### src/rtl/modulo_escalonador_transferencia_rolhas_pkg.sv
// Shared constants, state encoding and grant codes
// for the cork-buffer transfer scheduler.
package modulo_escalonador_transferencia_rolhas_pkg;

    localparam int LOTE_DEF    = 20;
    localparam int CAP_SEC_DEF = 99;
    localparam int CAP_PRI_DEF = 31;
    localparam int W_SEC_DEF   = 7;
    localparam int W_PRI_DEF   = 5;

    typedef enum logic [1:0] {
        IDLE  = 2'b00,
        OPER  = 2'b01,
        TRANS = 2'b10,
        FIM   = 2'b11
    } estado_t;

    localparam logic [1:0] CONC_NADA = 2'b00;
    localparam logic [1:0] CONC_OP   = 2'b01;
    localparam logic [1:0] CONC_TR   = 2'b10;

endpackage

### src/rtl/modulo_escalonador_transferencia_rolhas_arbitro.sv
// Two-requester round-robin arbiter; bit 0 = operator,
// bit 1 = transfer. Only ties move the last-grant pointer.
module modulo_arbitro_rr2
    import modulo_escalonador_transferencia_rolhas_pkg::*;
(
    input  logic       clk,
    input  logic       clr,
    input  logic [1:0] req_i,
    input  logic       upd_i,
    output logic [1:0] gnt_o
);

    logic last_tr_q;
    logic last_tr_d;

    // Lone requester wins; a tie goes to whoever lost the last tie.
    always_comb begin
        gnt_o     = CONC_NADA;
        last_tr_d = last_tr_q;
        unique case (req_i)
            2'b01:   gnt_o = CONC_OP;
            2'b10:   gnt_o = CONC_TR;
            2'b11:   gnt_o = last_tr_q ? CONC_OP : CONC_TR;
            default: gnt_o = CONC_NADA;
        endcase
        if (upd_i && (req_i == 2'b11)) begin
            last_tr_d = gnt_o[1];
        end
    end

    // Last-grant flip-flop; reset favours transfer on the first tie.
    always_ff @(posedge clk or negedge clr) begin
        if (!clr) begin
            last_tr_q <= 1'b0;
        end else begin
            last_tr_q <= last_tr_d;
        end
    end

endmodule

### src/rtl/modulo_escalonador_transferencia_rolhas.sv
// Sequences operator reloads and lot transfers onto the
// secondary/main cork buffer counters, one step per clock.
module modulo_escalonador_transferencia_rolhas
    import modulo_escalonador_transferencia_rolhas_pkg::*;
#(
    parameter int LOTE    = LOTE_DEF,
    parameter int CAP_SEC = CAP_SEC_DEF,
    parameter int CAP_PRI = CAP_PRI_DEF,
    parameter int W_SEC   = W_SEC_DEF,
    parameter int W_PRI   = W_PRI_DEF
) (
    input  logic             clk,
    input  logic             clr,
    input  logic             habilita,
    input  logic             vedacao,
    input  logic             req_operador,
    input  logic [W_SEC-1:0] qtd_operador,
    input  logic             req_transfer,
    input  logic [W_SEC-1:0] buf_sec,
    input  logic [W_PRI-1:0] buf_pri,
    output logic             sec_en,
    output logic             sec_up,
    output logic             pri_inc,
    output logic             ocupado,
    output logic [1:0]       concede,
    output logic             fim_op,
    output logic             fim_tr,
    output logic             erro
);

    localparam logic [W_SEC:0]   CAP_SEC_W = CAP_SEC[W_SEC:0];
    localparam logic [W_SEC-1:0] LOTE_S    = LOTE[W_SEC-1:0];
    localparam logic [W_PRI:0]   LOTE_P    = LOTE[W_PRI:0];
    localparam logic [W_PRI:0]   CAP_PRI_W = CAP_PRI[W_PRI:0];

    estado_t          state_q, state_d;
    logic [W_SEC-1:0] rest_q, rest_d;
    logic [W_SEC-1:0] qtd_q, qtd_d;
    logic [1:0]       conc_q, conc_d;
    logic             pend_op_q, pend_op_d;
    logic             pend_tr_q, pend_tr_d;
    logic             sec_en_q, sec_en_d;
    logic             sec_up_q, sec_up_d;
    logic             pri_inc_q, pri_inc_d;
    logic             fim_op_q, fim_op_d;
    logic             fim_tr_q, fim_tr_d;
    logic             erro_q, erro_d;

    logic             dup_op, dup_tr;
    logic             acc_op, acc_tr;
    logic             eff_op, eff_tr;
    logic [W_SEC-1:0] qtd_eff;
    logic [W_SEC:0]   soma_op;
    logic [W_PRI:0]   soma_tr;
    logic             op_ok, tr_ok;
    logic             pick;
    logic [1:0]       gnt;
    logic [W_SEC-1:0] rest_nx;

    assign dup_op  = pend_op_q || ((state_q != IDLE) && (conc_q == CONC_OP));
    assign dup_tr  = pend_tr_q || ((state_q != IDLE) && (conc_q == CONC_TR));
    assign acc_op  = req_operador && !dup_op;
    assign acc_tr  = req_transfer && !dup_tr;
    assign eff_op  = pend_op_q || acc_op;
    assign eff_tr  = pend_tr_q || acc_tr;
    assign qtd_eff = pend_op_q ? qtd_q : qtd_operador;
    assign soma_op = {1'b0, buf_sec} + {1'b0, qtd_eff};
    assign soma_tr = {1'b0, buf_pri} + LOTE_P;
    assign op_ok   = (qtd_eff != '0) && (soma_op <= CAP_SEC_W);
    assign tr_ok   = (buf_sec >= LOTE_S) && (soma_tr <= CAP_PRI_W);
    assign pick    = (state_q == IDLE) && habilita && (eff_op || eff_tr);
    assign rest_nx = rest_q - {{(W_SEC-1){1'b0}}, sec_en_q};

    modulo_arbitro_rr2 u_arb (
        .clk   (clk),
        .clr   (clr),
        .req_i ({eff_tr, eff_op}),
        .upd_i (pick),
        .gnt_o (gnt)
    );

    // Request capture, grant/validation and step sequencing.
    always_comb begin
        state_d   = state_q;
        rest_d    = rest_q;
        conc_d    = conc_q;
        qtd_d     = acc_op ? qtd_operador : qtd_q;
        pend_op_d = eff_op;
        pend_tr_d = eff_tr;
        sec_en_d  = 1'b0;
        sec_up_d  = 1'b0;
        pri_inc_d = 1'b0;
        fim_op_d  = 1'b0;
        fim_tr_d  = 1'b0;
        erro_d    = (req_operador && dup_op) || (req_transfer && dup_tr);
        unique case (state_q)
            IDLE: begin
                if (pick) begin
                    if (gnt == CONC_OP) begin
                        pend_op_d = 1'b0;
                        if (op_ok) begin
                            state_d = OPER;
                            rest_d  = qtd_eff;
                            conc_d  = CONC_OP;
                        end else begin
                            erro_d = 1'b1;
                        end
                    end else begin
                        pend_tr_d = 1'b0;
                        if (tr_ok) begin
                            state_d = TRANS;
                            rest_d  = LOTE_S;
                            conc_d  = CONC_TR;
                        end else begin
                            erro_d = 1'b1;
                        end
                    end
                end
            end
            OPER: begin
                rest_d = rest_nx;
                if (rest_nx == '0) begin
                    state_d  = FIM;
                    fim_op_d = 1'b1;
                end else begin
                    sec_en_d = habilita;
                    sec_up_d = habilita;
                end
            end
            TRANS: begin
                rest_d = rest_nx;
                if (rest_nx == '0) begin
                    state_d  = FIM;
                    fim_tr_d = 1'b1;
                end else begin
                    sec_en_d  = habilita && !vedacao;
                    pri_inc_d = habilita && !vedacao;
                end
            end
            FIM: begin
                state_d = IDLE;
                conc_d  = CONC_NADA;
            end
            default: state_d = IDLE;
        endcase
    end

    // State, counters, pending flags and registered outputs.
    always_ff @(posedge clk or negedge clr) begin
        if (!clr) begin
            state_q   <= IDLE;
            rest_q    <= '0;
            qtd_q     <= '0;
            conc_q    <= CONC_NADA;
            pend_op_q <= 1'b0;
            pend_tr_q <= 1'b0;
            sec_en_q  <= 1'b0;
            sec_up_q  <= 1'b0;
            pri_inc_q <= 1'b0;
            fim_op_q  <= 1'b0;
            fim_tr_q  <= 1'b0;
            erro_q    <= 1'b0;
        end else begin
            state_q   <= state_d;
            rest_q    <= rest_d;
            qtd_q     <= qtd_d;
            conc_q    <= conc_d;
            pend_op_q <= pend_op_d;
            pend_tr_q <= pend_tr_d;
            sec_en_q  <= sec_en_d;
            sec_up_q  <= sec_up_d;
            pri_inc_q <= pri_inc_d;
            fim_op_q  <= fim_op_d;
            fim_tr_q  <= fim_tr_d;
            erro_q    <= erro_d;
        end
    end

    assign sec_en  = sec_en_q;
    assign sec_up  = sec_up_q;
    assign pri_inc = pri_inc_q;
    assign ocupado = (state_q != IDLE);
    assign concede = conc_q;
    assign fim_op  = fim_op_q;
    assign fim_tr  = fim_tr_q;
    assign erro    = erro_q;

endmodule

### config.mk
export PLATFORM = sky130hd
export DESIGN_NAME = modulo_escalonador_transferencia_rolhas
export DESIGN_NICKNAME = d
export VERILOG_FILES = /design/src/rtl/modulo_escalonador_transferencia_rolhas_pkg.sv /design/src/rtl/modulo_escalonador_transferencia_rolhas_arbitro.sv /design/src/rtl/modulo_escalonador_transferencia_rolhas.sv
export SDC_FILE = /design/constraint.sdc
export NUM_CORES = 1
export LEC_CHECK = 0
export CAP_MARGIN = 40
export CORE_MARGIN = 5
export CORE_UTILIZATION = 48
export CTS_BUF_LIST = sky130_fd_sc_hd__clkbuf_16
export CTS_CLUSTER_DIAMETER = 80
export CTS_CLUSTER_SIZE = 8
export DETAILED_ROUTE_END_ITERATION = 8
export GPL_TIMING_DRIVEN = 0
export PLACE_DENSITY = 0.77
export REMOVE_ABC_BUFFERS = 1
export SLEW_MARGIN = 10
export SYNTH_ARGS = -nofsm -noshare
export SYNTH_HDL_FRONTEND = slang
export SYNTH_SLANG_ARGS = --single-unit
### constraint.sdc
create_clock -name clk -period 4.3 [get_ports clk]
set_input_delay 0.86 -clock clk [delete_from_list [all_inputs] [get_ports clk]]
set_output_delay 0.86 -clock clk [all_outputs]
set_load 0.03 [all_outputs]
==> metrics.yaml <==
power_density_nw_per_um2: 787
via_count: 1772
crit_family: "compound AO/OA/AOI/OAI gates"
dp_hpwl_mm: 3.84
yosysSeqAreaShare: 0.322
cts.sinks: 27
period_needed_ps: 3560
cts_resized: 0
drive_gt1_frac: 0.123
synthesis.area_um2: 2100
cts_buffers: 3
clkTransAtPathRegs_ps: 70
layout.area.seq_um2: 676
final_max_slew_viol_count: 0
gp_congestion: 0.811
rows: 24
relSlewSlack: 0.620
grt_pass1_vias: 1697
fp.dieH_um: 76.1
worstPathMaxFanout: 7
tns_ps: 0
cp_data_arrival_time_ps: 3710
drc: 0
worstSetupPathType: "in -> reg"
clock_path_buffers: 2
dp_worst_setup_slack_ps: 470
grt_pass1_wl_mm: 8.42
io_buffers: 31
r2r_cells: 8
clk_latency_ps: 260
yosys_most_used_dff: "dfrtp_1"
cts_setup_buffers: 0
cp-start-kind: "primary input"
cp.required_ps: 4450
area_growth_pct: 21.2
drv_cap: 0
syn_inst: 222
cts_hold_buf: 0
fin_ws_ps: 735
startpoint: "qtd_operador[4]"
outcome: "finished, final reports clean"
wl_per_cell_um: 16.0
holdWs_ps: 504
antenna_cells: 0
synth_cell_type_count: 59
root_buffer: "clkbuf_16"
nFillCells: 390
cp_slowest_cell: "clkdlybuf4s50_1"
drt_iter0_drc: 128
cts_tree: "done"
path_cells: "clkdlybuf4s50_1, mux2_2, ha_1, and3_1, a221oi_4, o311ai_2, or3_4, o21ai_4, mux2_4"
regToRegSetupSlack_ps: 970
fin_skew_ps: 4.56
rsz0062_at_grt: "no"
dr.pass1.iters: 5
antenna_found_initial: 0
fp.dieArea_um2: 5790
grt_overflow_total: 0
power.leakage_nw: 1.09
end_kind: "flip-flop"
cp-endpoint: "rest_q[0]"
h-tree-depth: 1
avgSynthCellArea_um2: 9.44
synth_edf_count: 0
final_nets: 293
worstSetupPathDepth: 9
fin_crit_sh: 0.829
drt_wl_total_mm: 4.87
max_stage_delay_ps: 450
r2r-start: "pend_op_q"
grt_max_degree: 19
worstMarginPinSlew_ps: 568
initial_core_util: 0.488
multiInputGateArea_um2: 1320
grt_usage: 0.172
ios: 34
setup_violations: 0
cp_num_buf_inv: 1
ant_nets: 0
regToRegEndpoint: "rest_q[0]"
vias_per_cell: 5.83
die_w_um: 76.1
core_area_um2: 4290
irDropWorstVdd_mv: 0.334
hold_path.class: "reg -> reg"
synth_warnings: 0
synth-seq-cells: 27
hold_viol_final: 0
max_freq_mhz: 281
synth-async-reset-ratio: 1.00
[cell families after synthesis]
logic type | share of synthesized area
xor gates and xnor gates | 0.0167
AOI/OAI and AO/OA | 0.229
muxes | 0.101
DFF | 0.322
adders and majority gates | 0.0931
buffers and inverters | 0.0478
and+or+nand+nor | 0.190
[final cells by class]
type / count / area share
repair buffers: 32 / 0.128
well taps: 52 / 0.0256
multi-input cells: 169 / 0.520
inverters: 20 / 0.0296
clock buffers: 3 / 0.0296
clock inverters: 1 / 0.00148
flip-flops and latches: 27 / 0.266
[flip-flops by register name, summed over array words and instances, names as in the netlist, 2 cells and up]
signal and count:
state_q 2, rest_q 7, qtd_q 7, concede 2
[worst min-delay path by stage]
stage | start | endpoint | slack, ps | cells past startpoint
after floorplan | u_arb.last_tr_q | u_arb.last_tr_q | 460 | 1
after global routing | u_arb.last_tr_q | u_arb.last_tr_q | 520 | 1
after detailed placement | u_arb.last_tr_q | u_arb.last_tr_q | 490 | 1
after global placement | qtd_q[0] | qtd_q[0] | 490 | 1
after CTS | u_arb.last_tr_q | u_arb.last_tr_q | 500 | 1
final | u_arb.last_tr_q | u_arb.last_tr_q | 500 | 1
[where the power goes]
| group | total, W | switching, W | internal [W] | leakage (nW) |
|---|---|---|---|---|
| sequential | 0.000458 | 0.000103 | 0.000356 | 0.327 |
| combinational | 0.00133 | 0.000765 | 0.000568 | 0.722 |
| clock | 0.000209 | 0.0000846 | 0.000125 | 0.0423 |
[cell usage in the layout (no fill, tap or decap), types with 5 or more instances in the layout]
master           synthesis  final
nor3_1                   5      5
nand3_1                  5      5
nand2b_1                 6      6
ha_1                    14     14
nand2_1                 11     11
nor3b_1                  7      7
a21o_1                   5      5
clkdlybuf4s50_1          0     31
o21ai_0                 10     10
mux2_2                  12     12
mux2i_1                  5      5
inv_1                   20     21
nor2_1                  13     13
a21oi_1                  8      8
dfrtp_1                 27     27
[per-stage QoR]
step                cells  utilization  total power (W)  area [um^2]
detailed placement    300        0.573          0.00178         2460
finish                304        0.591          0.00200         2540
global route          304        0.591          0.00218         2540
floorplan             216            -          0.00146         2070
CTS                   304        0.591          0.00199         2540
global placement      299        0.570          0.00174         2450
[synthesized netlist by cell type (all sizes together) (2+ instances only)]
cell | count | area, um^2
nor4 | 3 | 18.8
nand3 | 6 | 35.0
o22ai | 2 | 12.5
o211ai | 4 | 35.0
nor2b | 3 | 18.8
a311oi | 2 | 23.8
o21ai | 13 | 80.1
mux2 | 14 | 161
and3 | 4 | 25.0
a221oi | 4 | 52.6
nand2 | 11 | 41.3
or3 | 3 | 23.8
o22a | 2 | 17.5
inv | 20 | 75.1
clkbuf | 4 | 15.0
nand2b | 6 | 37.5
mux2i | 5 | 50.1
buf | 2 | 10.0
nor3b | 7 | 52.6
o31ai | 3 | 22.5
nor3 | 5 | 25.0
nor2 | 13 | 48.8
a21oi | 10 | 57.6
a31oi | 4 | 25.0
ha | 14 | 175
xnor2 | 3 | 26.3
a31o | 3 | 26.3
o311ai | 2 | 25.0
dfrtp | 27 | 676
and2 | 2 | 12.5
a21o | 5 | 37.5
[layer usage]
layer | vias to the layer above | part of all wire | GRT usage
met5 | - | 0 | 0
met4 | 0 | 0.0055 | 0.0227
met3 | 2 | 0.041 | 0.0331
met2 | 31 | 0.47 | 0.277
met1 | 857 | 0.48 | 0.246
li1 | 882 | - | -
Note: power is estimated with default switching activity, not from simulation.
==> variant 1, RTL diff (config.mk and constraints unchanged) <==
Register the output `fim_tr` once more, cleared by the reset; this adds one clock of latency there. The other outputs are not delayed to match.
--- a/src/rtl/modulo_escalonador_transferencia_rolhas.sv
+++ b/src/rtl/modulo_escalonador_transferencia_rolhas.sv
@@ -183,5 +183,11 @@
     assign concede = conc_q;
     assign fim_op  = fim_op_q;
-    assign fim_tr  = fim_tr_q;
+    always_ff @(posedge clk or negedge clr) begin
+        if (!clr) begin
+            fim_tr <= '0;
+        end else begin
+            fim_tr <= fim_tr_q;
+        end
+    end
     assign erro    = erro_q;
 
Function: same outputs for any inputs over 4 cycles, from zero or initial values; that may be too few to reach the edited logic, so the function may still have changed.
==> variant 1 against the original RTL <==
Design area fell by 1.5%; via count is 4.6% lower; utilization is 2.1 points higher; largest cell class unchanged; critical path depth grew 3; critical endpoint is now rest_q[3]; sequential cell count up 1; setup slack got worse by 0.22 ns; power rose by 4.1%; area after synthesis fell by 1.8%; first-iteration DRC count is 47% lower; wire length shrank 12%.
==> variant 1: results (changes against the original RTL) <==
Status -> complete, no violations
Ys async rst share -> 100% (unchanged)
Gp weighted congestion -> 0.854 (+5.3%)
Global-route wire length before repair -> 7320 um (-13%)
Max Clock Skew -> 0.00580 ns (+0.00124 ns)
Post-DR wirelength/cell -> 14.4 um (-10%)
Postcts setup bufs -> 0 (unchanged)
Top cells by area, synth -> dfrtp_1 (34%), ha_1 (8.5%), mux2_2 (6.0%)
Share of cells above drive strength 1 -> 11.3% (-0.97 points)
Critical Path Start -> qtd_operador[1]
Dpl hpwl -> 3300 um (-14%)
Worst r2r path cells -> 11 (+3)
Fin nets -> 288 (-1.7%)
Worst Hold Class -> reg -> reg
Lkg Pwr -> 0.00107 uW (-2.3%)
Worst slew pin tran -> 0.682 ns (+0.114 ns)
Worst Path Max Fanout -> 10 (+3)
Worst Hold Path EP -> fim_tr
Worst vdd ir -> 0.000442 V (+32%)
Critical Path AT -> 3.90 ns (+0.19 ns)
Sequential-to-total area share from yosys stat -> 34.0% (+1.8 points)
Register-to-register setup slack -> 0.76 ns (-0.21 ns)
Later-pin clock latency in the skew report -> 0.26 ns (about the same)
Router iterations before antenna repair -> 4 (-1)
YS warnings -> 0 (unchanged)
Vias in the first global route -> 1593 (-6.1%)
Commonest cells post-synth -> dfrtp_1 (28), inv_1 (18), nor2_1 (18), a21oi_1 (17)
Largest net degree at the start of global routing -> 29 (+10)
Total track usage -> 16.4% (-0.79 points)
Hold depth -> 0 (-1)
R2R Path End -> rest_q[3]
Worst hold start -> fim_tr_q
Initial DRC Count -> 68 (-47%)
Via count -> 1690 (-4.6%)
[variant 1: how the worst max path moves through the flow]
| stage | endpoint | slack, ns |
|---|---|---|
| 4_1_cts | rest_q[3] | 0.49 |
| 2_1_floorplan | rest_q[4] | 0.88 |
| 5_1_grt | rest_q[3] | 0.21 |
| 6_report | rest_q[3] | 0.52 |
| 3_3_place_gp | rest_q[4] | -0.06 |
| 3_5_place_dp | rest_q[3] | 0.22 |
[variant 1: metrics by stage]
stage | worst slack (ns) | cells | util [%] | hold WS, ns | area [um2]
global placement | -0.0609 | 292 | 58.6 | 0.333 | 2390
detailed placement | 0.223 | 293 | 58.7 | 0.343 | 2400
finish | 0.518 | 297 | 61.2 | 0.356 | 2500
global route | 0.207 | 297 | 61.2 | 0.379 | 2500
CTS | 0.494 | 297 | 61.2 | 0.360 | 2500
floorplan | 0.877 | 211 | - | 0.331 | 2020
[variant 1: report_power, final]
group	switching [uW]	internal, uW	leakage, uW	total, uW
sequential	109	380	0.000340	489
clock	87.1	185	0.0000511	272
combinational	737	584	0.000675	1320
[variant 1: routing by layer]
| layer | part of all wire [%] | global-route usage [%] | vias to the layer above | wire length (um) |
|---|---|---|---|---|
| li1 | - | - | 847 | - |
| met1 | 46 | 22.7 | 795 | 1980 |
| met2 | 47 | 27.1 | 44 | 2020 |
| met3 | 4.8 | 1.98 | 4 | 204 |
| met4 | 1.6 | 4.66 | 0 | 68 |
| met5 | 0 | 0 | - | 0 |
[variant 1: layout make-up]
class,instances,area (um2)
fill,342,1580
tap,50,62.6
sequential,28,701
timing repair buffer,32,313
clock inverter,1,30.0
inverter,18,67.6
clock buffer,3,75.1
multi-input combinational,165,1250
[variant 1: critical path, cell delays in order]
cell and delay, ns:
clkdlybuf4s50_1 0.41, mux2i_1 0.38, inv_1 0.09, ha_1 0.28, a211oi_1 0.43, o21ai_0 0.18, o2111ai_1 0.18, nand4_4 0.14
o31ai_2 0.41, buf_4 0.26, mux2i_1 0.18, o21ai_0 0.09
[variant 1: cell families after synthesis]
group	share of synthesized area (%)
xor gates and xnor gates	1.70
adders and majority gates	9.48
AOI/OAI and AO/OA	21.5
DFF	34.0
muxes	9.48
buffers and inverters	5.05
and+or+nand+nor	18.7
==> variant 2, RTL diff (config.mk and constraints unchanged) <==
Made on the original files. Set the package constant `W_SEC_DEF` to 9 (it was 7).
--- a/src/rtl/modulo_escalonador_transferencia_rolhas_pkg.sv
+++ b/src/rtl/modulo_escalonador_transferencia_rolhas_pkg.sv
@@ -6,5 +6,5 @@
     localparam int CAP_SEC_DEF = 99;
     localparam int CAP_PRI_DEF = 31;
-    localparam int W_SEC_DEF   = 7;
+    localparam int W_SEC_DEF   = 9;
     localparam int W_PRI_DEF   = 5;
 
Interface: changed (resized buf_sec and qtd_operador); port bits go from 34 to 38. No check against the original RTL was run, so the function may have changed too.
==> variant 2 against the original RTL <==
Design area is 18% higher; combinational power up 13%; worst hold slack better by 0.023 ns; critical path depth increased by 5; global-route usage up 1.4 points; largest cell class unchanged; maximum frequency is 12% lower; power increased by 20%; setup slack lost 0.49 ns; wire length grew 25%; area after synthesis increased by 18%; sequential cell count up 4.
==> variant 2: results (changes against the original RTL) <==
Commonest cells post-synth -> nor2_1 (34), dfrtp_1 (31), inv_1 (21), nand2_1 (21), mux2_2 (17)
Reg area -> 776 um2 (+15%)
Worst vdd ir -> 0.000418 V (+25%)
Ys async rst share -> 100% (unchanged)
Max Clock Skew -> 0.00142 ns (-0.00314 ns)
Lkg Pwr -> 0.00131 uW (+20%)
H-tree Lvls -> 2 (+1)
Synth Area in XOR/XNOR -> 1.42% (-0.26 points)
Compound-cell area share of the yosys netlist -> 23.1% (+0.19 points)
Largest net degree at the start of global routing -> 32 (+13)
Worst Path Max Fanout -> 12 (+5)
Total track usage -> 18.6% (+1.4 points)
Via count -> 2236 (+26%)
Root buf cell -> clkbuf_16
Router iterations before antenna repair -> 4 (-1)
YS warnings -> 0 (unchanged)
Top cells by area, synth -> dfrtp_1 (31%), ha_1 (8.1%), mux2_2 (7.7%)
I/O Buffers -> 35 (+13%)
TritonCTS buffer count -> 5 (+2)
# fillers -> 464 (+19%)
Fin nets -> 359 (+23%)
Gp weighted congestion -> 0.888 (+9.6%)
Status -> complete, no violations
Post-synthesis mux area share -> 10.2% (+0.072 points)
Place WS -> -0.118 ns (-0.588 ns)
Met1 Usage GRT -> 25.8% (+1.2 points)
Worst Hold Class -> reg -> reg
CTS clk-pin slew, worst paths -> 0.05 ns (-0.02 ns)
Global-route wire length before repair -> 9520 um (+13%)
Sequential-to-total area share from yosys stat -> 31.3% (-0.89 points)
Dpl hpwl -> 4440 um (+16%)
Global Route met2 Usage -> 30.1% (+2.4 points)
Vias in the first global route -> 1992 (+17%)
Largest regs -> qtd_q (9), rest_q (9)
Met3 Track Usage GR -> 3.29% (-0.020 points)
Antenna violations before repair -> 0 (unchanged)
Count of cell types in the netlist -> 57 (-3.4%)
Critical Path AT -> 4.23 ns (+0.52 ns)
Pwr dens -> 796 nW/um2 (+1.1%)
Rel. slew slack -> 53.2% (-8.8 points)
Total Wirelength -> 6060 um (+25%)
Top_reg_cell synth -> dfrtp_1
N_diodes -> 0 (unchanged)
Share of cells above drive strength 1 -> 11.1% (-1.2 points)
Later-pin clock latency in the skew report -> 0.27 ns
Initial DRC Count -> 194 (+52%)
Adder-Cell Fraction of Synth Area -> 8.90% (-0.42 points)
Max clock buf depth -> 2 (unchanged)
[variant 2: cell count changes after synthesis, moves of 3 or more]
cell,unedited run,this run
dfrtp_1,27,31
nor2_1,13,34
a21oi_1,8,15
o211a_1,0,4
nand3_1,5,8
nor3_1,5,10
o21ai_0,10,14
clkbuf_1,4,7
mux2_2,12,17
nand2_1,11,21
nor3b_1,7,1
a31o_2,3,0
[variant 2: what timing repair did]
| item | in CTS | in global routing |
|---|---|---|
| setup endpoints to repair | 0 | 4 |
| buffers inserted | 0 | 0 |
| resized for setup | 0 | 1 |
[variant 2: report_power, final]
part,internal [uW],switching (uW)
sequential,424,140
clock,208,121
combinational,635,868
[variant 2: metrics by stage]
stage	cell area [um2]	std cells	power [uW]	setup TNS (ns)
2_1_floorplan	2420	270	1660	0
3_3_place_gp	2860	375	1990	-0.153
3_5_place_dp	2860	375	2020	-0.250
4_1_cts	2990	383	2370	0
5_1_grt	3010	384	2590	-0.00707
6_report	3010	384	2400	0
[variant 2: routing by layer]
layer | vias to the layer above | part of all wire [%]
met5 | - | 0
met3 | 15 | 5.6
met1 | 1063 | 45
met4 | 0 | 1.6
met2 | 69 | 48
li1 | 1089 | -
[variant 2: cell type report]
class                   count  share of cell area [%]
clock buffers               5                    4.16
flip-flops and latches     31                    25.8
well taps                  70                    2.91
inverters                  21                    2.62
repair buffers             35                    11.5
multi-input cells         219                    52.7
clock inverters             3                   0.374
[variant 2: final timing paths]
kind / startpoint / end / slack (ns) / depth (start not counted)
max: qtd_operador[0] / rest_q[2] / 0.24 / 14
min: qtd_q[1] / qtd_q[1] / 0.53 / 1
min in group asynchronous: clr / rest_q[5] / 0.63 / 1
max in group asynchronous: clr / rest_q[7] / 3.21 / 1
min reg2reg: qtd_q[1] / qtd_q[1] / 0.53 / 1
max reg2reg: pend_op_q / rest_q[2] / 0.52 / 12
[variant 2: cell families (layout without fill, tap and decap cells)]
kind of cell    after synthesis  in the layout
flops                        31             31
mux                          23             23
compound gates               75             76
xor+xnor                      4              4
fa+ha+maj                    17             17
buf+inv                      32             64
simple gates                 99             99
[variant 2: critical path, stage by stage]
cell             delay, ns
clkdlybuf4s50_1       0.49
mux2_2                0.20
ha_1                  0.19
inv_1                 0.06
fa_1                  0.37
nand2b_1              0.19
a21oi_1               0.16
nand2_1               0.09
or4_1                 0.50
o311a_1               0.16
o21ai_4               0.22
a21o_4                0.26
a21oi_1               0.13
a2111oi_4             0.33
